--- config.mk ---
export PLATFORM = sky130hd
export DESIGN_NAME = hazard_ctrl
export DESIGN_NICKNAME = d
export VERILOG_FILES = /design/src/rtl/riscv_pkg.sv /design/src/rtl/sat_counter.sv /design/src/rtl/hazard_ctrl.sv
export SDC_FILE = /design/constraint.sdc
export NUM_CORES = 1
export LEC_CHECK = 0
export ABC_AREA = 0
export CORE_ASPECT_RATIO = 1.2
export CORE_MARGIN = 2
export CORE_UTILIZATION = 30
export CTS_CLUSTER_DIAMETER = 30
export DETAILED_ROUTE_END_ITERATION = 16
export PLACE_DENSITY_LB_ADDON = 0.25
export SLEW_MARGIN = 5
export SYNTH_ARGS = -nofsm -noshare
export SYNTH_HDL_FRONTEND = slang
export SYNTH_HIERARCHICAL = 1
export SYNTH_SLANG_ARGS = --single-unit
--- constraint.sdc ---
create_clock -name clk -period 2.85 [get_ports clk]
set_clock_uncertainty 0.05 [all_clocks]
set_input_delay 0.57 -clock clk [delete_from_list [all_inputs] [get_ports clk]]
set_output_delay 0.57 -clock clk [all_outputs]
set_load 0.01 [all_outputs]
--- src/rtl/riscv_pkg.sv ---
// Shared definitions for the RV32I pipeline control blocks.
//   - opcode constants for the instruction classes the hazard logic inspects
//   - hazard controller state encoding
//   - helpers that decode which source registers an opcode actually reads
package riscv_pkg;

   localparam logic [6:0] OP_LOAD   = 7'b0000011;
   localparam logic [6:0] OP_STORE  = 7'b0100011;
   localparam logic [6:0] OP_RTYPE  = 7'b0110011;
   localparam logic [6:0] OP_ITYPE  = 7'b0010011;
   localparam logic [6:0] OP_BRANCH = 7'b1100011;
   localparam logic [6:0] OP_JALR   = 7'b1100111;
   localparam logic [6:0] OP_NOP    = 7'b0000000;

   typedef enum logic [1:0] {
      ST_RUN  = 2'd0,
      ST_HOLD = 2'd1,
      ST_ERR  = 2'd2
   } hz_state_e;

   function automatic logic uses_rs1(input logic [6:0] op);
      case (op)
         OP_LOAD, OP_STORE, OP_RTYPE,
         OP_ITYPE, OP_BRANCH, OP_JALR: uses_rs1 = 1'b1;
         OP_NOP:                       uses_rs1 = 1'b0;
         default:                      uses_rs1 = 1'b0;
      endcase
   endfunction

   function automatic logic uses_rs2(input logic [6:0] op);
      case (op)
         OP_STORE, OP_RTYPE, OP_BRANCH: uses_rs2 = 1'b1;
         default:                       uses_rs2 = 1'b0;
      endcase
   endfunction

endpackage

--- src/rtl/sat_counter.sv ---
// Saturating up-counter with synchronous clear.
//   clk, reset : clock, async active-high reset (clears count)
//   inc        : count up by one this cycle (holds at all-ones)
//   clr        : synchronous clear, wins over inc
//   q          : current count
module sat_counter #(
   parameter int W = 16
) (
   input  logic         clk,
   input  logic         reset,
   input  logic         inc,
   input  logic         clr,
   output logic [W-1:0] q
);

   logic [W-1:0] cnt_q, cnt_d;

   always_comb begin
      cnt_d = cnt_q;
      if (clr)
         cnt_d = '0;
      else if (inc && (cnt_q != '1))
         cnt_d = cnt_q + W'(1);
   end

   always_ff @(posedge clk or posedge reset) begin
      if (reset)
         cnt_q <= '0;
      else
         cnt_q <= cnt_d;
   end

   assign q = cnt_q;

endmodule

--- src/rtl/hazard_ctrl.sv ---
// Pipeline hazard controller for the 5-stage RV32I core.
// Generates the control_path bubble select, PC / IF-ID enables, IF-ID flush
// and the back-end hold; watches memory wait time and counts hazard events.
//
// state | meaning
// RUN   | normal issue; branch flush / load-use stall resolved combinationally
// HOLD  | data memory busy, pipeline frozen, busy cycles being counted
// ERR   | memory wait exceeded TIMEOUT; frozen until reset
//
// Ports:
//   clk, reset                 : clock, async active-high reset
//   id_opcode/id_rs1/id_rs2    : instruction fields in ID
//   ex_mem_read, ex_rd         : ID/EX MemRead and destination
//   ex_branch_taken            : branch resolved taken in EX
//   mem_busy                   : data memory not ready
//   clr_cnt                    : synchronous clear of performance counters
//   pc_write, ifid_write       : fetch-side enables
//   ifid_flush, ctrl_sel       : IF/ID nop insert, ID/EX bubble select
//   pipe_hold                  : hold ID/EX, EX/MEM, MEM/WB
//   mem_timeout                : sticky watchdog error
//   lu_cnt/flush_cnt/hold_cnt  : saturating event counters
module hazard_ctrl
   import riscv_pkg::*;
#(
   parameter int TIMEOUT = 64,
   parameter int CNT_W   = 16
) (
   input  logic             clk,
   input  logic             reset,
   input  logic [6:0]       id_opcode,
   input  logic [4:0]       id_rs1,
   input  logic [4:0]       id_rs2,
   input  logic             ex_mem_read,
   input  logic [4:0]       ex_rd,
   input  logic             ex_branch_taken,
   input  logic             mem_busy,
   input  logic             clr_cnt,
   output logic             pc_write,
   output logic             ifid_write,
   output logic             ifid_flush,
   output logic             ctrl_sel,
   output logic             pipe_hold,
   output logic             mem_timeout,
   output logic [CNT_W-1:0] lu_cnt,
   output logic [CNT_W-1:0] flush_cnt,
   output logic [CNT_W-1:0] hold_cnt
);

   localparam int BW = $clog2(TIMEOUT + 1);

   hz_state_e state_q, state_d;
   logic [BW-1:0] busy_q, busy_d;
   logic tmo_q, tmo_d;
   logic load_use, run_rules, lu_inc, fl_inc;

   assign load_use = ex_mem_read && (ex_rd != 5'd0) &&
                     ((uses_rs1(id_opcode) && (id_rs1 == ex_rd)) ||
                      (uses_rs2(id_opcode) && (id_rs2 == ex_rd)));

   always_comb begin
      state_d    = state_q;
      busy_d     = busy_q;
      tmo_d      = tmo_q;
      pc_write   = 1'b1;
      ifid_write = 1'b1;
      ifid_flush = 1'b0;
      ctrl_sel   = 1'b0;
      pipe_hold  = 1'b0;
      lu_inc     = 1'b0;
      fl_inc     = 1'b0;
      run_rules  = 1'b0;

      case (state_q)
         ST_RUN: run_rules = 1'b1;
         ST_HOLD: begin
            if (mem_busy) begin
               pipe_hold  = 1'b1;
               pc_write   = 1'b0;
               ifid_write = 1'b0;
               busy_d     = busy_q + BW'(1);
               // this cycle is wait number TIMEOUT
               if (busy_q == BW'(TIMEOUT - 1)) begin
                  state_d = ST_ERR;
                  tmo_d   = 1'b1;
               end
            end else begin
               // memory released: act on pending branch/load-use right away
               state_d   = ST_RUN;
               busy_d    = '0;
               run_rules = 1'b1;
            end
         end
         ST_ERR: begin
            pipe_hold  = 1'b1;
            pc_write   = 1'b0;
            ifid_write = 1'b0;
         end
         default: state_d = ST_RUN;
      endcase

      if (run_rules) begin
         if (mem_busy) begin
            pipe_hold  = 1'b1;
            pc_write   = 1'b0;
            ifid_write = 1'b0;
            state_d    = ST_HOLD;
            busy_d     = BW'(1);
         end else if (ex_branch_taken) begin
            ifid_flush = 1'b1;
            ctrl_sel   = 1'b1;
            fl_inc     = 1'b1;
         end else if (load_use) begin
            pc_write   = 1'b0;
            ifid_write = 1'b0;
            ctrl_sel   = 1'b1;
            lu_inc     = 1'b1;
         end
      end

      // outputs are forced safe while reset is held, independent of inputs
      if (reset) begin
         pc_write   = 1'b1;
         ifid_write = 1'b1;
         ifid_flush = 1'b0;
         ctrl_sel   = 1'b0;
         pipe_hold  = 1'b0;
         lu_inc     = 1'b0;
         fl_inc     = 1'b0;
      end
   end

   always_ff @(posedge clk or posedge reset) begin
      if (reset) begin
         state_q <= ST_RUN;
         busy_q  <= '0;
         tmo_q   <= 1'b0;
      end else begin
         state_q <= state_d;
         busy_q  <= busy_d;
         tmo_q   <= tmo_d;
      end
   end

   assign mem_timeout = tmo_q;

   sat_counter #(.W(CNT_W)) u_lu_cnt (
      .clk(clk), .reset(reset), .inc(lu_inc), .clr(clr_cnt), .q(lu_cnt)
   );

   sat_counter #(.W(CNT_W)) u_flush_cnt (
      .clk(clk), .reset(reset), .inc(fl_inc), .clr(clr_cnt), .q(flush_cnt)
   );

   sat_counter #(.W(CNT_W)) u_hold_cnt (
      .clk(clk), .reset(reset), .inc(pipe_hold), .clr(clr_cnt), .q(hold_cnt)
   );

endmodule

==> impl_metrics.json <==
{
  "worstMarginPinSlew_ns": 0.820,
  "synth-seq-cells": 58,
  "wl_per_cell_um": 14.7,
  "power_after_layout_mw": 2.18,
  "detail_route.iter0.violations": 120,
  "synth_warnings": 6,
  "drive_above_1_share_pct": 15.2,
  "clock_transition_at_the_registers_of_the_reported_paths_ns": 0.05,
  "syn_area_per_cell_um2": 9.06,
  "layout.cells.most_common_list": "sky130_fd_sc_hd__dfrtp_1 (58), sky130_fd_sc_hd__clkdlybuf4s50_1 (58), sky130_fd_sc_hd__a21oi_1 (40), sky130_fd_sc_hd__nand2_1 (29)",
  "max_slew_margin_pct": 45.4,
  "result_of_the_run": "finished, final reports clean",
  "antenna_cells": 0,
  "category_of_the_worst_setup_path_capture_point": "register",
  "critical_path.max_stage_delay_ns": 0.52,
  "timing.final.max_slew_violations": 0,
  "hold-path-cell-count": 1,
  "final.setup.tns_ns": 0,
  "core-area_um2": 11500,
  "antenna_found_initial": 0,
  "finalWirelength_um": 9570,
  "layout.cells.non_filler": 652,
  "finalCriticalPeriod_ns": 2.79,
  "finalCoreUtilization_pct": 43.1,
  "rr_startpoint": "state_q[1]",
  "critical_path.max_fanout": 5,
  "port_buffers": 81,
  "layout.filler_cells": 1131,
  "drt-vias-per-instance": 5.24,
  "worst_ep_required_time_ns": 3.04,
  "htree_levels": 3,
  "holdWs_ns": 0.427,
  "netlist_cell_types": 44,
  "grt_max_degree": 45,
  "gp_routability_congestion": 0.821,
  "fin_crit_sh_pct": 98.0,
  "grt_remaining_overflow": 0,
  "setup-violations-final": 0,
  "cts_hold_repair.buffers": 0,
  "grt_pass1_wl_um": 16100,
  "die_x_um": 103,
  "hpwl_um": 6910,
  "cpMaxStageDelayCell": "sky130_fd_sc_hd__or4_1",
  "top_level_ports": 82,
  "cts_root_buffer": "sky130_fd_sc_hd__clkbuf_16",
  "count_of_max_cap_constraint_violations": 0,
  "worst_r2r_endpoint": "u_lu_cnt/q[13]",
  "path_class": "input pin to register",
  "floorplan.initialDensity_pct": 30.6,
  "cellPowerDensity_nw_per_um2": 442,
  "worstHoldPathType": "register to register",
  "r2r_slack_ns": 0.43,
  "dieArea_um2": 12600,
  "grt_pass1_vias": 3312,
  "worstRegToRegCells": 6,
  "grt_use_total_pct": 16.2,
  "ant_nets": 0,
  "post_synth_inst_count": 387,
  "die_height_um": 122,
  "floorplan.rows": 43,
  "clock_insertion_delay_worst_skew_ns": 0.32,
  "synth.yosys.seq_area_share_pct": 41.4,
  "netlist_area_um2": 3510,
  "remaining_drc_errors": 0,
  "cp.arrival_ns": 2.98,
  "peakVddDrop_uv": 265,
  "timing.fmax_mhz": 358,
  "vias": 3418,
  "area_growth_pct": 40.9,
  "min_to": "mem_timeout",
  "placed_cells_incl_taps": 635,
  "cts-buffers-inserted": 9,
  "critical_path.cell_chain": "clkdlybuf4s50_1 -> xor2_1 -> o41ai_2 -> and4b_2 -> nand3_1 -> or4_4 -> or4_1 -> a21oi_1",
  "grt_setup_unrepaired": "yes",
  "clock_path_buffers": 2,
  "tritoncts_clock_tree": "yes",
  "numnets_final": 522,
  "timing.hold.worst.start": "mem_timeout",
  "drt-pass1-iter-count": 4,
  "clock_sinks": 58,
  "startpoint_type": "input pin",
  "hold_violations": 0,
  "cellLeakagePower_nw": 1.87,
  "postSynthNetCount": 419
}
## layout make-up
cell class                      instances  area (um^2)  area share [%]
Multi-Input combinational cell        303         1950            39.5
Sequential cell                        58         1450            29.4
Clock buffer                           12          256            5.19
Timing Repair Buffer                  106          968            19.6
Inverter                               12         45.0           0.912
Clock inverter                          4         73.8            1.49
Tap cell                              157          196            3.98
## report_power, final
part / total [mW] / internal (mW) / switching [mW] / leakage [nW]
logic: 0.150 / 0.0711 / 0.0788 / 0.907
registers: 0.843 / 0.833 / 0.0104 / 0.804
clock network: 1.19 / 0.813 / 0.376 / 0.163
total: 2.18 / 1.72 / 0.465 / 1.87
## critical path, delay by kind of cell
kind | cells | cell delay (ns)
AOI/OAI and AO/OA | 2 | 0.46
xor gates and xnor gates | 1 | 0.15
buffers and inverters | 1 | 0.41
and+or+nand+nor | 4 | 1.38
## sequential cells by signal, summed over array words and instances, names as in the netlist
register	cells
u_hold_cnt/q	16
busy_q	7
mem_timeout	1
state_q	2
u_lu_cnt/q	16
u_flush_cnt/q	16
## logic make-up after synthesis
| group | count (synthesis) | share of synthesized area (%) |
|---|---|---|
| compound gates | 95 | 16.3 |
| simple gates | 182 | 30.7 |
| flops | 58 | 41.4 |
| xor+xnor | 10 | 2.71 |
| buf+inv | 26 | 3.78 |
| fa+ha+maj | 4 | 1.43 |
| mux | 12 | 3.64 |
## layer usage
metal	global-route usage [%]	vias up	routed length, um
met5	0	-	0
li1	-	1692	-
met2	26.4	65	4790
met1	20.8	1648	4300
met4	6.25	0	179
met3	3.76	13	299
## stage by stage
| step | worst slack [ns] | cell area [um^2] |
|---|---|---|
| final | 0.0559 | 4940 |
| after global routing | -0.0253 | 4940 |
| after CTS | 0.00307 | 4930 |
| after detailed placement | -0.388 | 4600 |
| after global placement | -0.369 | 4600 |
| after floorplan | 0.0667 | 3510 |
## synthesized netlist by cell type, drive strengths merged
cell / number / share of area, %
a211oi: 2 / 0.57
a21oi: 41 / 5.9
a22o: 1 / 0.25
a31o: 1 / 0.25
a31oi: 4 / 0.71
and2: 1 / 0.18
and3: 1 / 0.18
and4: 3 / 0.75
and4b: 1 / 0.29
buf: 5 / 1.0
clkbuf: 6 / 0.75
dfrtp: 58 / 41
dlygate4sd1: 3 / 0.75
ha: 4 / 1.4
inv: 12 / 1.3
mux2: 6 / 1.9
mux2i: 6 / 1.7
nand2: 29 / 3.1
nand2b: 8 / 1.4
nand3: 25 / 3.6
nand3b: 1 / 0.21
nand4: 16 / 4.1
nor2: 17 / 1.8
nor2b: 9 / 1.6
nor3: 17 / 2.4
nor4: 9 / 1.6
o21ai: 23 / 3.3
o21bai: 1 / 0.21
o31ai: 15 / 3.2
o41ai: 7 / 2.0
or3: 21 / 3.9
or4: 24 / 5.6
xnor2: 4 / 1.0
xor2: 6 / 1.7
## repair_timing
item,CTS,global route
hold endpoints to repair,0,0
pin swaps,14,3
endpoints found under the setup margin,6,3
setup buffers,1,0
resized for setup,46,4
## worst max-delay path by stage
| stage | endpoint | from | depth (start not counted) | slack, ns |
|---|---|---|---|---|
| after CTS | u_lu_cnt/q[13] | id_rs2[1] | 9 | 0.003 |
| after detailed placement | u_lu_cnt/q[13] | id_opcode[6] | 9 | -0.39 |
| after global routing | u_lu_cnt/q[13] | id_rs2[4] | 8 | -0.03 |
| after floorplan | u_lu_cnt/q[13] | id_opcode[6] | 9 | 0.07 |
| after global placement | u_lu_cnt/q[13] | ex_rd[0] | 8 | -0.37 |
| final | u_lu_cnt/q[13] | id_rs2[4] | 8 | 0.06 |
Note: power is estimated with default switching activity, not from simulation.
